==> src/rtl/irq_prio_ctrl.sv <==
// irq_prio_ctrl: edge-latched interrupt arbiter with priority threshold and nesting stack.
module irq_prio_ctrl #(
  parameter int NUM_SRC    = 8,
  parameter int PRIO_W     = 3,
  parameter int NEST_DEPTH = 4
) (
  input  logic               clk,
  input  logic               rst,
  input  logic [NUM_SRC-1:0] src_irq,
  output logic               irq,
  input  logic               irq_ack,
  input  logic               eret_ack,
  input  logic               reg_we,
  input  logic [2:0]         reg_addr,
  input  logic [31:0]        reg_wdata,
  output logic [31:0]        reg_rdata,
  output logic [3:0]         claim_id,
  output logic               nest_err
);
  localparam int DW = $clog2(NEST_DEPTH + 1);
  localparam int AW = NEST_DEPTH > 1 ? $clog2(NEST_DEPTH) : 1;
  typedef enum logic {IDLE, REQ} state_t;
  state_t state_q, state_d;
  logic [NUM_SRC-1:0] sync1_q, sync1_d, sync2_q, sync2_d, prev_q, prev_d;
  logic [NUM_SRC-1:0] pend_q, pend_d, en_q, en_d;
  logic [PRIO_W-1:0]  prio_q [NUM_SRC];
  logic [PRIO_W-1:0]  prio_d [NUM_SRC];
  logic [PRIO_W-1:0]  thr_q, thr_d, win_prio_q, win_prio_d;
  logic [PRIO_W-1:0]  stk_prio_q [NEST_DEPTH];
  logic [PRIO_W-1:0]  stk_prio_d [NEST_DEPTH];
  logic [2:0]         stk_id_q [NEST_DEPTH];
  logic [2:0]         stk_id_d [NEST_DEPTH];
  logic [2:0]         win_id_q, win_id_d, best_id;
  logic [DW-1:0]      depth_q, depth_d, mid;
  logic               irq_q, irq_d, err_q, err_d;
  logic [NUM_SRC-1:0] rise, sw_clr, ack_clr;
  logic [PRIO_W-1:0]  act_prio, floor_prio, best_prio;
  logic [AW-1:0]      top;
  logic [31:0]        prio_rd;
  logic               empty, full, push, pop, go;
  logic               unused_wdata;
  assign unused_wdata = ^reg_wdata;
  assign empty      = depth_q == '0;
  assign full       = depth_q == DW'(NEST_DEPTH);
  assign top        = AW'(depth_q - DW'(1));
  assign act_prio   = empty ? '0 : stk_prio_q[top];
  assign floor_prio = thr_q > act_prio ? thr_q : act_prio;
  assign irq        = irq_q;
  assign nest_err   = err_q;
  assign claim_id   = empty ? 4'h0 : {1'b1, stk_id_q[top]};
  // Strict compare keeps the lowest index on equal priorities; any winner has prio > 0.
  always_comb begin
    best_prio = '0;
    best_id   = '0;
    prio_rd   = '0;
    for (int i = 0; i < NUM_SRC; i++) begin
      if (pend_q[i] && en_q[i] && prio_q[i] > floor_prio && prio_q[i] > best_prio) begin
        best_prio = prio_q[i];
        best_id   = 3'(i);
      end
      prio_rd[4*i +: PRIO_W] = prio_q[i];
    end
  end
  always_comb begin
    sync1_d    = src_irq;
    sync2_d    = sync1_q;
    prev_d     = sync2_q;
    rise       = sync2_q & ~prev_q;
    push       = state_q == REQ && irq_ack;
    pop        = eret_ack && !empty;
    go         = best_prio != '0 && !full;
    sw_clr     = reg_we && reg_addr == 3'd0 ? reg_wdata[NUM_SRC-1:0] : '0;
    ack_clr    = push ? NUM_SRC'(1) << win_id_q : '0;
    pend_d     = (pend_q & ~sw_clr & ~ack_clr) | rise;
    en_d       = reg_we && reg_addr == 3'd1 ? reg_wdata[NUM_SRC-1:0] : en_q;
    thr_d      = reg_we && reg_addr == 3'd3 ? reg_wdata[PRIO_W-1:0] : thr_q;
    for (int i = 0; i < NUM_SRC; i++)
      prio_d[i] = reg_we && reg_addr == 3'd2 ? reg_wdata[4*i +: PRIO_W] : prio_q[i];
    stk_prio_d = stk_prio_q;
    stk_id_d   = stk_id_q;
    mid        = depth_q - DW'(pop);
    if (push) begin
      stk_prio_d[AW'(mid)] = win_prio_q;
      stk_id_d[AW'(mid)]   = win_id_q;
    end
    depth_d    = mid + DW'(push);
    err_d      = (err_q & ~(reg_we && reg_addr == 3'd5 && reg_wdata[31]))
               | (eret_ack & empty) | (irq_ack && state_q == IDLE && full);
    state_d    = state_q == IDLE ? (go ? REQ : IDLE) : (irq_ack ? IDLE : REQ);
    win_id_d   = state_q == IDLE && go ? best_id : win_id_q;
    win_prio_d = state_q == IDLE && go ? best_prio : win_prio_q;
    irq_d      = state_d == REQ;
    reg_rdata  = reg_addr == 3'd0 ? 32'(pend_q) :
                 reg_addr == 3'd1 ? 32'(en_q) :
                 reg_addr == 3'd2 ? prio_rd :
                 reg_addr == 3'd3 ? 32'(thr_q) :
                 reg_addr == 3'd4 ? 32'(claim_id) :
                 reg_addr == 3'd5 ? {err_q, 31'(depth_q)} : '0;
  end
  always_ff @(posedge clk or negedge rst) begin
    if (!rst) begin
      state_q    <= IDLE;
      sync1_q    <= '0;
      sync2_q    <= '0;
      prev_q     <= '0;
      pend_q     <= '0;
      en_q       <= '0;
      prio_q     <= '{default: '0};
      thr_q      <= '0;
      stk_prio_q <= '{default: '0};
      stk_id_q   <= '{default: '0};
      depth_q    <= '0;
      win_id_q   <= '0;
      win_prio_q <= '0;
      irq_q      <= 1'b0;
      err_q      <= 1'b0;
    end else begin
      state_q    <= state_d;
      sync1_q    <= sync1_d;
      sync2_q    <= sync2_d;
      prev_q     <= prev_d;
      pend_q     <= pend_d;
      en_q       <= en_d;
      prio_q     <= prio_d;
      thr_q      <= thr_d;
      stk_prio_q <= stk_prio_d;
      stk_id_q   <= stk_id_d;
      depth_q    <= depth_d;
      win_id_q   <= win_id_d;
      win_prio_q <= win_prio_d;
      irq_q      <= irq_d;
      err_q      <= err_d;
    end
  end
endmodule

==> config.mk <==
export PLATFORM = sky130hd
export DESIGN_NAME = irq_prio_ctrl
export DESIGN_NICKNAME = d
export VERILOG_FILES = /design/src/rtl/irq_prio_ctrl.sv
export SDC_FILE = /design/constraint.sdc
export NUM_CORES = 1
export LEC_CHECK = 0
export ABC_AREA = 1
export BUFFER_PORTS_ARGS = -buffer_cell sky130_fd_sc_hd__buf_2
export CORE_MARGIN = 2
export CORE_UTILIZATION = 52
export DETAILED_ROUTE_END_ITERATION = 6
export PLACE_DENSITY = 0.79
export RECOVER_POWER = 50
export REMOVE_ABC_BUFFERS = 1
export SLEW_MARGIN = 0
export SYNTH_ARGS = -nofsm -noshare
export SYNTH_HDL_FRONTEND = slang
export SYNTH_SLANG_ARGS = --single-unit
==> constraint.sdc <==
create_clock -name clk -period 9.8 [get_ports clk]
set_clock_uncertainty 0.2 [all_clocks]
set_input_delay 0.98 -clock clk [delete_from_list [all_inputs] [get_ports clk]]
set_output_delay 0.98 -clock clk [all_outputs]
set_load 0.1 [all_outputs]
# Yosys cells after proc, flatten, opt, wreduce, memory -nomap -nowiden
# Cells that the tools add are included.
[classes]
add_sub_neg = 3
n_lt_le_gt_ge = 20
n_eq_ne = 6
shift = 1
muxes = 39
bitwise_logic = 15
n_reduce_logical = 42
[ops]
columns = ["operator", "n"]
rows = [
  ["$mux W32", 6],
  ["$mux W3", 20],
  ["$gt A3 B3 Y1", 16],
  ["$logic_and A1 B1 Y1", 37],
  ["$and A8 B8 Y8", 3],
  ["$bwmux W12", 2],
  ["$not A8 Y8", 3],
  ["$mux W8", 2],
  ["$bmux W3 S2", 2],
  ["$eq A3 B3 Y1 const B", 3],
  ["$or A8 B8 Y8", 1],
  ["$shl A1 B3 Y8 const A", 1],
  ["$demux W3 S2", 1],
  ["$eq A3 B2 Y1 const B", 2],
  ["$ge A3 B3 Y1 const B", 2],
  ["$logic_not A3 Y1", 2],
  ["$not A2 Y3", 2],
  ["$mux W1", 4],
  ["$mux W4", 1],
  ["$add A3 B1 Y3", 1],
  ["$eq A3 B1 Y1 const B", 1],
  ["$gt A3 B1 Y1 const B", 1],
  ["$lt A3 B1 Y1 const B", 1],
  ["$reduce_bool A3 Y1", 1],
  ["other kinds (7)", 11],
]
[word_totals]
ff_bits = 102
inputBits = 48
output_inout_bits = 38

# Depth between registers and ports, before layout
# Gate-level depths: netlist of the first run.
[logic_depth]
word_depth = 37
mapped_depth = 86
mapped_depth_nobuf = 85

# Least setup slack after synthesis of the first run
# OpenSTA, ideal clock, no wires.
[synth_timing]
path_kind = "reg2reg"
startpoint = "register depth_q[0]"
endpoint = "register irq_q (netlist: irq)"
setup_time_ns = 0.126
arrival_time_ns = 10.253
slack_ns = -0.780
stages_incl_launch_ff = 81
path_buffers = 1
cell_sequence = "dfrtp_1 > buf_6 > inv_6 > ha_1 > inv_1 > nor2_4 > inv_2 > nand2_1 > ha_1 > nand3b_1 > nand2_2 > nand2_2 > o21ai_0 > ha_1 > nand3_1 > nor2_1 > nor2_4 > nand3_2 > [45 not listed] > nand2_1 > nor2_1 > o21ai_0 > inv_1 > nand2_1 > inv_1 > nand2_1 > and2_1 > ha_1 > nand2_1 > o21ai_0 > nand4_1 > inv_1 > nand2_1 > o21ai_1 > nand3_4 > nand2_4 > o21ai_1"
[synth_between]
elab_chain_len = 37
[synth_lines]
columns = ["element", "line_no", "text"]
rows = [
  ["start: declaration", "34", "logic [DW-1:0] depth_q, depth_d, mid;"],
  ["start signal: assignment", "128", "depth_q <= depth_d;"],
  ["$sub A2 B1 Y2", "45", "assign top = AW'(depth_q - DW'(1));"],
  ["$not A2 Y3 (implied by the code)", "46", "assign act_prio = empty ? '0 : stk_prio_q[top];"],
  ["$bmux W3 S2", "46", ""],
  ["$mux W3 (implied by the code) (2 in a row)", "46", ""],
  ["$mux W3", "46", ""],
  ["$gt A3 B3 Y1", "47", "assign floor_prio = thr_q > act_prio ? thr_q : act_prio;"],
  ["$mux W3", "47", ""],
  ["$gt A3 B3 Y1", "57", "if (pend_q[i] && en_q[i] && prio_q[i] > floor_prio && prio_q[i] > best_prio) begin"],
  ["[20 not listed]", "-", ""],
  ["$mux W3", "57", ""],
  ["$gt A3 B3 Y1", "57", ""],
  ["$logic_and A1 B1 Y1", "57", ""],
  ["$mux W3", "57", ""],
  ["$reduce_bool A3 Y1", "71", "go = best_prio != '0 && !full;"],
  ["$logic_and A1 B1 Y1 (*)", "71", ""],
  ["$mux W1 (*) (2 in a row)", "89", "state_d = state_q == IDLE ? (go ? REQ : IDLE) : (irq_ack ? IDLE : REQ);"],
  ["named net irq_d", "35", "logic irq_q, irq_d, err_q, err_d;"],
  ["end signal: assignment", "131", "irq_q <= irq_d;"],
  ["end: declaration", "35", ""],
]
# The timed path passes the listed nets; every way through them passes the cells marked *. The select of a mux whose other input is x is not followed.
# A chain may end at the register's enable or synchronous reset.

# Worst setup path in the final report of the first run
[layout_timing]
startpoint = "register depth_q[0]"
endpoint = "register win_id_q[2]"
[layout_between]
elab_chain_len = 36
[layout_lines]
columns = ["element", "line_no", "text"]
rows = [
  ["$sub A2 B1 Y2", "45", ""],
  ["$not A2 Y3 (implied by the code)", "46", ""],
  ["$bmux W3 S2", "46", ""],
  ["$mux W3 (implied by the code) (2 in a row)", "46", ""],
  ["$mux W3", "46", ""],
  ["$gt A3 B3 Y1", "47", ""],
  ["$mux W3", "47", ""],
  ["$gt A3 B3 Y1", "57", ""],
  ["[19 not listed]", "-", ""],
  ["$logic_and A1 B1 Y1", "57", ""],
  ["$mux W3", "57", ""],
  ["$gt A3 B3 Y1", "57", ""],
  ["$logic_and A1 B1 Y1", "57", ""],
  ["$mux W3", "57", ""],
  ["$reduce_bool A3 Y1", "71", ""],
  ["$logic_and A1 B1 Y1", "71", ""],
  ["$logic_and A1 B1 Y1", "90", "win_id_d = state_q == IDLE && go ? best_id : win_id_q;"],
  ["end signal: assignment", "129", "win_id_q <= win_id_d;"],
  ["end: declaration", "33", "logic [2:0] win_id_q, win_id_d, best_id;"],
]
# Several ways; a longest one is shown, not always the timed one. The select of a mux whose other input is x is not followed.

==> flow_summary.yaml, run 1 <==
outcome:
  outcome: "finished, violations left"
  violations: "capacitance limit, slew limit, setup timing"
route:
  wl_microns: 19000
  via_per_inst: 5.65
  highest_layer: "met4"
  route.met2.wl_microns: 9220
  dr_wl_met3_microns: 1470
  drtAntennaViolNets: 0
  m1WireLength_microns: 7440
  wl_per_cell_microns: 17.7
  num_vias: 6078
  first_pass_iters: 6
  drc_errors: 0
  drtIter0Drc: 632
timing:
  holdWs_ps: 152
  rsz0062_at_grt: "true"
  period_needed_ps: 10670
  worst_pin_slew_ps: 4050
  timing.final.ws_setup_ps: -872
  max_slew_margin: -1.70
  max_freq_mhz: 93.7
  finalSetupViolations: 7
  drv_slew: 77
  finalCritPeriodShare: 1.09
  hold_viol: 0
global_route:
  grt_max_degree: 77
  grt_remaining_overflow: 0
  track_usage: 0.293
  antenna_found_initial: 0
  grt_pass1_vias: 5884
  grt_pass1_wl_microns: 28800
logic_synthesis:
  synth_top_area_share: 0.427
  synth_largest_area_cell: "dfrtp_1"
  synth_seq_cells: 102
  synth_cell_types: 41
  synth.avg_cell_area_sq_um: 7.96
  synthCells: 751
  synth_warnings: 0
  synth_area_leaders: "dfrtp_1 (43%), nand2_1 (9.4%), ha_1 (8.8%), inv_1 (6.2%), o21ai_0 (6.0%)"
  syn_area_sq_mm: 0.00598
  synth-main-ff-cell: "dfrtp_1"
  synth_edf_count: 0
  async_flop_share: 1.00
  yosysSeqAreaShare: 0.427
final_layout:
  drive_gt1_frac: 0.369
  final_common_cell: "nand2_1"
  fillers: 750
  stdcell_area_sq_mm: 0.00826
  stdcell_count: 1075
  syn2layout_area_growth_pct: 38.2
  antenna_cells: 0
  fin_nets: 1017
  utilization: 0.730
  final_cell_mix: "nand2_1 (121), dfrtp_1 (102), buf_4 (99)"
worst_setup_path:
  slowest_delay_ps: 400
  start_kind: "flip-flop"
  worstPathRequired_ps: 9850
  crit_type: "reg -> reg"
  rrSetupSlack_ps: -870
  critPathArrivalTime_ps: 10720
  cp_max_fo: 7
  path_common_cell: "nand2_4"
  timing.critical_path.slowest_stage_cell: "dfrtp_1"
  end_kind: "flip-flop"
clock_network:
  clockBufferDepth: 2
  ctsHoldBuffers: 0
  cts_tree: "built"
  cts.sinks: 102
  path_clk_slew_ps: 70
  cts_root_buf: "clkbuf_16"
  clock_latency_ps: 370
  cts-buffers-inserted: 9
  htreeDepth: 3
die:
  ios: 86
  core_area_sq_mm: 0.0113
  die_w_microns: 111
  dieArea_sq_mm: 0.0124
  fp.dieH_microns: 111
  start_util: 0.528
  core.rowCount: 39
placed_design:
  dpl.hpwl_microns: 11100
  dp.cells: 1021
  portBuffers: 75
  place_congestion: 0.871
  placed_area_sq_mm: 0.00696
run:
  cap_violations: 1
worst_hold_path:
  worstHoldPathType: "reg -> reg"
==> flip-flops by register name (all words and copies together) (netlist names), 8 cells and up <==
signal and count:
en_q 8, prev_q 8, prev_d 8, stk_id_q 12, stk_prio_q 12, sync1_q 8
pend_q 8, prio_q 24
==> layout make-up <==
class / count / area, sq um / share of cell area
clock inverter: 7 / 106 / 0.0129
multi-input combinational: 525 / 3600 / 0.436
sequential: 102 / 2550 / 0.309
clock buffer: 9 / 225 / 0.0273
timing repair buffer: 181 / 1180 / 0.143
inverter: 108 / 418 / 0.0506
tap: 143 / 179 / 0.0217
==> path summary, 6_finish.rpt <==
kind,startpoint,end,cells past startpoint
max,depth_q[0]$_DFF_PN0_,win_id_q[2]$_DFFE_PN0P_,78
min,sync1_q[4]$_DFF_PN0_,prev_d[4]$_DFF_PN0_,0
max reg2reg,depth_q[0]$_DFF_PN0_,win_id_q[2]$_DFFE_PN0P_,78
min reg2reg,sync1_q[4]$_DFF_PN0_,prev_d[4]$_DFF_PN0_,0
max in group asynchronous,rst,en_q[3]$_DFFE_PN0P_,2
min in group asynchronous,rst,sync1_q[7]$_DFF_PN0_,1
==> metal layers <==
metal,GRT usage,vias up
met3,0.0465,76
li1,-,2808
met4,0.139,0
met2,0.476,320
met1,0.384,2874
met5,0,-
==> worst max-delay path: cells and delay by family (launching register included) <==
family                     cells  cell delay [ps]
adders and majority gates      9             2520
buffers and inverters         14             1300
DFF                            1              400
AOI/OAI and AO/OA             19             2430
and+or+nand+nor               36             3690
==> cell families after synthesis <==
| kind of cell | share of synthesized area |
|---|---|
| AOI/OAI and AO/OA | 0.138 |
| xor gates and xnor gates | 0.00293 |
| adders and majority gates | 0.0879 |
| buffers and inverters | 0.0858 |
| DFF | 0.427 |
| other | 0.000627 |
| and+or+nand+nor | 0.258 |
==> repair_timing <==
item                                    4_1_cts  5_1_grt
setup buffers                                27       12
gates cloned                                  0        0
pin swaps                                    69       63
resized for setup                            85       73
endpoints found under the setup margin        7        7
==> per-stage QoR <==
| step | setup WS (ps) | setup TNS (ps) |
|---|---|---|
| final | -872 | -6060 |
| after floorplan | -1000 | -6760 |
| after global routing | -1370 | -9470 |
| after global placement | -831 | -5590 |
| after CTS | -262 | -1710 |
| after detailed placement | -1070 | -7290 |
==> Yosys cell counts, types with 2 or more instances <==
library cell	number
nand3b_1	2
nand3_2	9
o211ai_1	10
dfrtp_1	102
o2111ai_1	2
inv_2	8
a21o_1	3
o22ai_1	9
nor2_1	75
nand4_1	12
nand2_1	150
a221oi_1	2
buf_4	5
a21oi_1	31
inv_1	99
and2_1	2
a32o_1	2
clkbuf_1	12
ha_1	42
nor2_2	2
xnor2_1	2
o21bai_1	2
nor3_1	2
nand2_2	22
o21ai_0	72
nand2_4	6
nand3_1	45
o21ai_1	6
nor2_4	3
Power of run 1 is not shown: default switching activity piles up to over one toggle a cycle in this logic, so the estimate is an artifact.
==> run 2: changes to the inputs <==
- CAP_MARGIN: not set -> 10
- MAX_ROUTING_LAYER: not set -> met4
- PLACE_DENSITY: 0.79 -> 0.81
==> run 2 against run 1 <==
Against the previous run: the run still ends with capacitance limit, slew limit, setup timing left; critical path depth shrank 1; sequential share of layout area decreased by 0.22 points; setup slack lost 150 ps; via count grew 4.9%; non-clock buffer count is 18 higher; core utilization up 0.52 points; critical path type unchanged.
==> flow_summary.yaml, run 2 (synthesis gave the netlist of run 1 again) <==
worst_setup_path:
  path_common_cell: "buf_4"
  worstPathRequired_ps: 9840
  start_kind: "flip-flop"
  crit_type: "reg -> reg"
  cp_max_fo: 7
  slowest_delay_ps: 410
  startpoint: "depth_q[0]$_DFF_PN0_"
  critPathArrivalTime_ps: 10860
  end_kind: "flip-flop"
  r2r_start: "depth_q[0]$_DFF_PN0_"
  timing.critical_path.slowest_stage_cell: "dfrtp_1"
timing:
  finalSetupViolations: 7
  rsz0062_at_grt: "true"
  max_slew_margin: -1.13
  period_needed_ps: 10820
  timing.final.ws_setup_ps: -1020
  max_freq_mhz: 92.4
  worst_pin_slew_ps: 3200
  finalCritPeriodShare: 1.10
  drv_slew: 105
  tns_ps: -6580
  hold_viol: 0
route:
  drtIter0Drc: 651
  drc_errors: 0
  wl_per_cell_microns: 18.7
  drtAntennaViolNets: 0
  wl_microns: 20400
  first_pass_iters: 6
  via_per_inst: 5.83
  num_vias: 6376
final_layout:
  fillers: 740
  reg_top3: "prio_q: 24 flops, stk_id_q: 12 flops, stk_prio_q: 12 flops"
  antenna_cells: 0
  largest_reg_flops: 24
  drive_gt1_frac: 0.376
  regMostFlops: "prio_q"
  final_cell_mix: "nand2_1 (122), buf_4 (116), dfrtp_1 (102)"
  syn2layout_area_growth_pct: 39.2
  final_common_cell: "nand2_1"
  fin_nets: 1035
run:
  cap_violations: 2
placed_design:
  dpl.hpwl_microns: 11000
  portBuffers: 75
  place_congestion: 0.857
outcome:
  violations: "capacitance limit, slew limit, setup timing"
  outcome: "finished, violations left"
die:
  core.rowCount: 39
  ios: 86
  start_util: 0.528
  core_area_sq_mm: 0.0113
  dieArea_sq_mm: 0.0124
  fp.dieH_microns: 111
  die_w_microns: 111
clock_network:
  cts.sinks: 102
  cts_tree: "built"
  clockBufferDepth: 2
  path_clk_slew_ps: 70
  cts_root_buf: "clkbuf_16"
  clock_latency_ps: 350
  cts-buffers-inserted: 9
  htreeDepth: 3
global_route:
  antenna_found_initial: 0
  grt_pass1_wl_microns: 28600
  grt_max_degree: 63
  track_usage: 0.299
  grt_pass1_vias: 5940
  grt_remaining_overflow: 0
worst_hold_path:
  worstHoldStart: "sync1_q[7]$_DFF_PN0_"
  worstHoldPathType: "reg -> reg"
[run 2: changes by cell type in the layout (fill, tap and decap cells not counted), sizes merged]
cell | before | now
clkbuf | 13 | 16
buf | 177 | 194
bufinv | 2 | 0
[run 2: timing repair]
| action | 4_1_cts | 5_1_grt |
|---|---|---|
| buffers inserted | 51 | 11 |
| cloned | 0 | 0 |
| hold buffers | 0 | 0 |
| setup endpoints to repair | 7 | 7 |
| gates resized for setup | 76 | 74 |
| pin swaps | 75 | 67 |
[run 2: routing by layer]
metal	vias up	GRT usage	part of all wire
li1	2847	-	-
met1	2997	0.373	0.39
met2	392	0.468	0.48
met3	140	0.0459	0.072
met4	0	0.166	0.066
met5	-	-	0
[run 2: worst paths after layout]
check                                          end  slack [ps]  cells after the start
max                        win_id_q[1]$_DFFE_PN0P_       -1020                     77
min                            prev_d[7]$_DFF_PN0_         150                      0
max reg2reg                win_id_q[1]$_DFFE_PN0P_       -1020                     77
min reg2reg                    prev_d[7]$_DFF_PN0_         150                      0
max in group asynchronous   prio_q[19]$_DFFE_PN0P_        4430                      2
min in group asynchronous      prev_d[0]$_DFF_PN0_        1070                      1
[run 2: final cells by class]
class	instances	area, sq um	area share
repair buffers	199	1330	0.160
clock buffers	11	253	0.0304
multi-input cells	525	3550	0.426
flip-flops and latches	102	2550	0.307
inverters	108	420	0.0505
clock inverters	5	40.0	0.00481
well taps	143	179	0.0215
[run 2: worst max-delay path, delay by kind of cell, from the launching register on]
| kind | cells | cell delay, ps |
|---|---|---|
| AOI/OAI and AO/OA | 14 | 1770 |
| buffers and inverters | 25 | 2890 |
| adders and majority gates | 8 | 2220 |
| DFF | 1 | 410 |
| and+or+nand+nor | 30 | 3200 |
[run 2: stage by stage]
| step | util | instance area, sq um | setup WS [ps] | cells | hold slack [ps] |
|---|---|---|---|---|---|
| after global routing | 0.735 | 8320 | -1410 | 1093 | 159 |
| after floorplan | - | 5890 | -1000 | 735 | 131 |
| final | 0.735 | 8320 | -1020 | 1093 | 152 |
| after global placement | 0.612 | 6930 | -778 | 1017 | 133 |
| after CTS | 0.695 | 7870 | -254 | 1082 | 151 |
| after detailed placement | 0.612 | 6930 | -1030 | 1017 | 135 |
Power of run 2 is left out for the same reason.
